===== config.mk =====
export PLATFORM = sky130hd
export DESIGN_NAME = hist_remap_output
export DESIGN_NICKNAME = d
export VERILOG_FILES = /design/src/rtl/hist_remap_output.sv
export SDC_FILE = /design/constraint.sdc
export NUM_CORES = 1
export LEC_CHECK = 0
export CAP_MARGIN = 40
export CORE_UTILIZATION = 60
export DETAILED_ROUTE_END_ITERATION = 8
export PLACE_DENSITY_LB_ADDON = 0.2
export SLEW_MARGIN = 10
export SYNTH_ARGS = -nofsm -noshare
export SYNTH_HDL_FRONTEND = slang
export SYNTH_SLANG_ARGS = --single-unit

===== constraint.sdc =====
create_clock -name clock -period 10.7 [get_ports clock]
set_input_delay 2.14 -clock clock [delete_from_list [all_inputs] [get_ports clock]]
set_output_delay 2.14 -clock clock [all_outputs]
set_load 0.01 [all_outputs]

===== src/rtl/hist_remap_output.sv =====
// hist_remap_output
//   Output side of the histogram-equalization ping-pong handshake. On a
//   rising output_start it walks every pixel of the selected bank. For each
//   pixel it reads the pixel value, looks up its CDF entry, and computes
//   ((cdf - cdf_min) * 255) / divisor with an 8-step restoring divider. It
//   streams each result out over valid/ready and pulses output_done at the
//   end of the frame.
//
// Ports
//   clock, reset          : system clock, asynchronous active-high reset
//   output_start          : level request, held until output_done is seen
//   output_base_offset    : bank select, sampled at start
//   Cdf_Min_Out, Divisor  : frame constants, sampled at start
//   output_done           : one-cycle frame-complete pulse
//   pix_rd/pix_addr       : pixel read strobe and {bank,index}; pix_data returns next cycle
//   cdf_rd/cdf_addr       : CDF read strobe and address; cdf_data returns next cycle
//   out_valid/out_ready   : result handshake
//   out_pixel/out_addr    : equalized value and its {bank,index}
module hist_remap_output #(
    parameter int unsigned NUM_PIXELS = 307200,
    parameter int unsigned IDX_W      = 19,
    parameter int unsigned CDF_W      = 20
) (
    input  logic             clock,
    input  logic             reset,
    input  logic             output_start,
    input  logic             output_base_offset,
    input  logic [CDF_W-1:0] Cdf_Min_Out,
    input  logic [CDF_W-1:0] Divisor,
    output logic             output_done,
    output logic             pix_rd,
    output logic [IDX_W:0]   pix_addr,
    input  logic [7:0]       pix_data,
    output logic             cdf_rd,
    output logic [7:0]       cdf_addr,
    input  logic [CDF_W-1:0] cdf_data,
    output logic             out_valid,
    input  logic             out_ready,
    output logic [7:0]       out_pixel,
    output logic [IDX_W:0]   out_addr
);

    localparam int unsigned      NUM_W    = CDF_W + 8;
    localparam logic [IDX_W-1:0] LAST_IDX = IDX_W'(NUM_PIXELS - 1);

    typedef enum logic [2:0] {
        S_IDLE, S_PIX_REQ, S_CDF_REQ, S_CALC, S_DIV, S_OUT, S_DONE, S_REARM
    } state_t;

    state_t             state_q, state_d;
    logic               bank_q, bank_d;
    logic [CDF_W-1:0]   cmin_q, cmin_d;
    logic [CDF_W-1:0]   div_q, div_d;
    logic [IDX_W-1:0]   idx_q, idx_d;
    logic [NUM_W-1:0]   rem_q, rem_d;
    logic [NUM_W-1:0]   dsh_q, dsh_d;
    logic [7:0]         quot_q, quot_d;
    logic [2:0]         step_q, step_d;

    logic [CDF_W-1:0]   diff;
    logic [NUM_W-1:0]   num;

    // CDF entries at or below cdf_min clamp to zero instead of underflowing.
    assign diff = (cdf_data > cmin_q) ? (cdf_data - cmin_q) : '0;
    // diff * 255 as a shift and a subtract.
    assign num  = {diff, 8'h00} - {8'h00, diff};

    always_ff @(posedge clock or posedge reset) begin
        if (reset) begin
            state_q <= S_IDLE;
            bank_q  <= 1'b0;
            cmin_q  <= '0;
            div_q   <= '0;
            idx_q   <= '0;
            rem_q   <= '0;
            dsh_q   <= '0;
            quot_q  <= '0;
            step_q  <= '0;
        end else begin
            state_q <= state_d;
            bank_q  <= bank_d;
            cmin_q  <= cmin_d;
            div_q   <= div_d;
            idx_q   <= idx_d;
            rem_q   <= rem_d;
            dsh_q   <= dsh_d;
            quot_q  <= quot_d;
            step_q  <= step_d;
        end
    end

    always_comb begin
        state_d     = state_q;
        bank_d      = bank_q;
        cmin_d      = cmin_q;
        div_d       = div_q;
        idx_d       = idx_q;
        rem_d       = rem_q;
        dsh_d       = dsh_q;
        quot_d      = quot_q;
        step_d      = step_q;
        output_done = 1'b0;
        pix_rd      = 1'b0;
        cdf_rd      = 1'b0;
        cdf_addr    = '0;
        out_valid   = 1'b0;

        case (state_q)
            S_IDLE: begin
                if (output_start) begin
                    bank_d  = output_base_offset;
                    cmin_d  = Cdf_Min_Out;
                    div_d   = Divisor;
                    idx_d   = '0;
                    state_d = S_PIX_REQ;
                end
            end
            S_PIX_REQ: begin
                pix_rd  = 1'b1;
                state_d = S_CDF_REQ;
            end
            S_CDF_REQ: begin
                cdf_rd   = 1'b1;
                cdf_addr = pix_data;
                state_d  = S_CALC;
            end
            S_CALC: begin
                rem_d  = num;
                // The divisor starts aligned with quotient bit 7 and shifts right
                // one place per step.
                dsh_d  = {1'b0, div_q, 7'b0};
                step_d = '0;
                quot_d = '0;
                if (div_q == '0) begin
                    quot_d  = (diff != '0) ? 8'hFF : 8'h00;
                    state_d = S_OUT;
                end else begin
                    state_d = S_DIV;
                end
            end
            S_DIV: begin
                if (rem_q >= dsh_q) begin
                    rem_d  = rem_q - dsh_q;
                    quot_d = {quot_q[6:0], 1'b1};
                end else begin
                    quot_d = {quot_q[6:0], 1'b0};
                end
                dsh_d  = dsh_q >> 1;
                step_d = step_q + 3'd1;
                if (step_q == 3'd7) begin
                    state_d = S_OUT;
                end
            end
            S_OUT: begin
                out_valid = 1'b1;
                if (out_ready) begin
                    if (idx_q == LAST_IDX) begin
                        state_d = S_DONE;
                    end else begin
                        idx_d   = idx_q + IDX_W'(1);
                        state_d = S_PIX_REQ;
                    end
                end
            end
            S_DONE: begin
                output_done = 1'b1;
                state_d     = S_REARM;
            end
            S_REARM: begin
                // The request must drop before another frame may start.
                if (!output_start) begin
                    state_d = S_IDLE;
                end
            end
            default: state_d = S_IDLE;
        endcase
    end

    assign pix_addr  = {bank_q, idx_q};
    assign out_addr  = {bank_q, idx_q};
    assign out_pixel = quot_q;

endmodule

# Word level (Yosys, flattened, before mapping)
# Index checks and enable logic that the tools add are counted.
# classes
bitwise_logic,0
n_div,0
addsub,5
shifts,0
n_lt_le_gt_ge,2
n_reduce_logical,9
mul,0
eq_ne,15
n_mux,25
# ops
cell,n
$pmux 28 s2,2
$mux 19,3
$pmux 19 s2,1
$ge 28x28->1,1
$mux 28,1
$sub 28x20->28,1
$sub 28x28->28,1
$mux 8,3
$pmux 3 s8,1
$gt 20x20->1,1
$logic_not 20->1,1
$mux 20,1
$reduce_bool 20->1,1
$sub 20x20->20,1
$add 19x1->19 const B,1
$eq 19x19->1 const B,1
$pmux 8 s2,1
$eq 3x3->1 const B,5
$mux 3,5
$ne 2x2->1 const B,6
$reduce_and 4->1,2
$eq 3x2->1 const B,2
$mux 1,6
$pmux 3 s2,1
5 further kinds,7
# totals
ramBits,0
latchBits,0
reg_bits,130
n_memories,0
wordCells,65
romBits,0
output_inout_bits,60

# Depth between registers and ports, before layout
# depth
word_depth,6
mapped_depth,23
ltp_nobuf,22

# Worst setup path after synthesis
# No wires, ideal clock.
# synth_timing
path_type,in2reg
start,in cdf_data[0]
end,reg rem_q[20]
t_arrival_ns,6.356
path_buffers,2
path_slack_ns,4.218
setup_ns,0.126
path_stages,21
path_cell_list,inv_1 ha_1 inv_1 fa_1 a211oi_4 nor4_4 a211o_4 a22o_2 buf_2 clkbuf_1 and2_1 ha_1 and2_1 nand2_1 a21oi_1 a311o_1 a311oi_4 o21a_1 o21ai_1 xnor2_1 a221o_1
# synth_between
elab_chain_cells,4
word_cells_on_any_way,5
# synth_lines
item,line_no,text
start: declaration,36,"input logic [CDF_W-1:0] cdf_data,"
$sub 20x20->20 / $gt 20x20->1 (equally long branches),64,assign diff = (cdf_data > cmin_q) ? (cdf_data - cmin_q) : '0;
$mux 20 *,64,
$sub 28x20->28 *,66,"assign num = {diff, 8'h00} - {8'h00, diff};"
$pmux 28 s2 *,108,case (state_q)
end signal: assignment,85,rem_q <= rem_d;
end: declaration,55,"logic [NUM_W-1:0] rem_q, rem_d;"
# Mark *: on every way between the ends. The rest lies on a longest branch, timed or not.
# A chain may end at the register's enable or synchronous reset.

# Worst setup path after layout
# layout_timing
start,in cdf_data[0]
end,reg rem_q[27]
# Same word-level chain as after synthesis.

==> flow_summary.yaml <==
synth:
  async_reset_ff_frac: 1.00
  yosysSeqAreaShare: 0.334
  syn-num-nets: 1263
  synthTopCellsByArea: "dfrtp_1, ha_1, nand2_1"
  yosysWarnings: 0
  yosys.cell_types.count: 88
  synth.top_cell.area_share: 0.334
  synth_top_cell_by_area: "dfrtp_1"
  synth_area_mm2: 0.00965
  synthFlopType: "dfrtp_1"
  synth-edff-count: 0
  synthCells: 1126
  avgSynthCellArea_um2: 8.57
  synth_seq_cells: 129
clock_network:
  clock_latency_ns: 0.43
  path_clk_slew_ns: 0.06
  cts_tree: "done"
  root_buffer: "clkbuf_16"
  cts_buffers: 17
  h-tree-depth: 4
  cts_max_path_buffers: 2
  cts_sinks: 129
  cts-resized-gates: 0
  cts_hold_buf: 0
  post_cts_buffers: 0
timing:
  slew_viol_final: 0
  period_needed_ns: 6.70
  min_period_over_period: 0.626
  final-hold-violation-count: 0
  slew_headroom: 0.440
  fmax_mhz: 149
  rsz0062_at_grt: "no"
  worstMarginPinSlew_ns: 0.838
  setup-violations-final: 0
  tns_ns: 0
  skew_ns: 0.00841
grt:
  grt_antenna_before_repair: 0
  grt_overflow_total: 0
  grt_util_all_layers: 0.313
  grt_pass1_wl_um: 40700
  grt_max_degree: 73
  grt_pass1_vias: 8262
detailed_routing:
  firstDrtPassIters: 5
  drtIter0Drc: 606
  drt-wirelength-per-cell_um: 17.4
  num_vias: 8634
  routed_via_density: 6.00
  drc_errors: 0
  antenna_left: 0
  wl_um: 25000
hold_path:
  hp-class: "flip-flop to flip-flop"
floorplan:
  ioPinCount: 133
  initial_core_util: 0.626
  core_area_mm2: 0.0154
  rows: 45
  die_w_um: 129
  die_y_um: 129
  die-area_mm2: 0.0166
layout:
  drive_above_1_share: 0.0791
  nNetsFinal: 1351
  design_area_mm2: 0.0116
  syn2layout_area_growth_pct: 20.1
  final_cells: 1438
  antenna_cells: 0
  utilization: 0.752
place:
  postPlaceCellArea_mm2: 0.0110
  dp_cells: 1406
  finalWeightedCongestion: 0.955
  io_buffers: 132
  dp_hpwl_um: 17800
worst_setup_path:
  path_cells: "clkdlybuf4s50_1 -> inv_1 -> ha_1 -> inv_1 -> fa_1 -> a211oi_4 -> nor4_4 -> a211o_4 -> a22o_2 -> nand2_1 -> inv_1 -> ha_1 -> a21o_1 -> o21bai_1 -> a311o_1 -> a31oi_1 -> o41ai_2 -> a2111oi_2 -> xor2_1 -> o21ai_1"
  slowest_delay_ns: 0.48
  worstPathArrival_ns: 6.99
  worst_path_max_delay_cell: "fa_1"
  required_ns: 10.99
  cpMostUsedCell: "inv_1"
  cp-start-kind: "input port"
  cp-end-kind: "flip-flop"
  critPathMaxFanout: 23
  worst-setup-path-type: "input port to flip-flop"
  r2r_setup_slack_ns: 5.75
flow_run:
  max-cap-violations: 0
status:
  outcome: "complete, no violations"
[per-layer routing]
metal	GRT usage	routed length [um]	up-vias
met2	0.513	11900	272
li1	-	-	4203
met3	0.0607	1290	49
met5	0	0	-
met1	0.411	11200	4110
met4	0.119	618	0
[layout make-up]
class,count,area [um2]
clock buffer,18,439
timing repair buffer,142,1420
inverter,78,295
clock inverter,14,190
sequential,129,3230
fill,1189,3830
multi-input combinational,846,5760
tap,211,264
[placed cells by master, fill, tap and decap left out, drive strengths merged, types with 5 or more instances in the layout]
master,Yosys,routed
xnor2,38,38
nor3,33,33
nor2,87,87
and2,24,24
nand2,112,112
xor2,28,28
nor2b,7,7
o21ai,82,82
dfrtp,129,129
nand4,15,15
and4,5,5
o21bai,8,8
o211ai,8,8
buf,34,10
nor4,11,11
nand3b,6,6
a21oi,80,80
o31ai,6,6
a31oi,14,14
or3,8,8
inv,78,87
ha,62,62
nand3,27,27
a221o,27,27
mux2,23,23
clkbuf,39,18
clkdlybuf4s50,0,132
a21o,23,23
and3,12,12
nand2b,14,14
a211o,5,5
o21a,6,6
a211oi,14,14
[worst max-delay path, delay by kind of cell]
| kind | cells | cell delay, ns |
|---|---|---|
| adder cells (fa/ha/maj) | 3 | 0.97 |
| XOR/XNOR | 1 | 0.18 |
| AND/OR/NAND/NOR | 2 | 0.28 |
| AO/OA/AOI/OAI | 10 | 2.85 |
| buffers and inverters | 4 | 0.55 |
[cell usage after synthesis (13+ instances only)]
master,count
nor3_1,32
nand2b_1,13
nand3_1,27
clkbuf_1,38
and2_1,23
dfrtp_1,129
a21o_1,23
nand2_1,112
nor2_1,86
inv_1,77
mux2_2,23
a221o_1,27
o21ai_0,72
xor2_1,28
xnor2_1,37
buf_4,22
ha_1,62
nand4_1,15
a21oi_1,76
a31oi_1,13
[flip-flops by register name, indices dropped and copies added (netlist names)]
name / flops
rem_q: 28
dsh_q: 27
cmin_q: 20
div_q: 20
idx_q: 19
out_pixel: 8
state_q: 3
step_q: 3
bank_q: 1
[final timing paths]
check,startpoint,cells after the start,to
max in group asynchronous,reset,4,rem_q[3]$_DFFE_PP0P_
worst min-delay path,rem_q[25]$_DFFE_PP0P_,2,rem_q[25]$_DFFE_PP0P_
min in group asynchronous,reset,2,idx_q[1]$_DFFE_PP0P_
worst min register to register,rem_q[25]$_DFFE_PP0P_,2,rem_q[25]$_DFFE_PP0P_
worst max-delay path,cdf_data[0],20,rem_q[27]$_DFFE_PP0P_
worst max register to register,cmin_q[0]$_DFFE_PP0P_,18,rem_q[27]$_DFFE_PP0P_
[cell families (layout without fill, tap and decap cells)]
| group | after synthesis | count (layout) | share of synthesized area |
|---|---|---|---|
| buffers and inverters | 151 | 252 | 0.0700 |
| adders and majority gates | 64 | 64 | 0.0845 |
| DFF | 129 | 129 | 0.334 |
| AOI/OAI and AO/OA | 314 | 314 | 0.227 |
| xor gates and xnor gates | 67 | 67 | 0.0630 |
| muxes | 25 | 25 | 0.0289 |
| and+or+nand+nor | 376 | 376 | 0.192 |
[metrics by stage]
stage | hold slack, ns | setup slack [ns]
2_1_floorplan | 0.450 | 4.22
3_3_place_gp | 0.464 | 3.70
3_5_place_dp | 0.475 | 3.63
4_1_cts | 0.493 | 4.06
5_1_grt | 0.508 | 3.71
6_report | 0.487 | 4.00
Power is not shown: default switching activity piles up to over one toggle a cycle in this logic, so the estimate is an artifact.
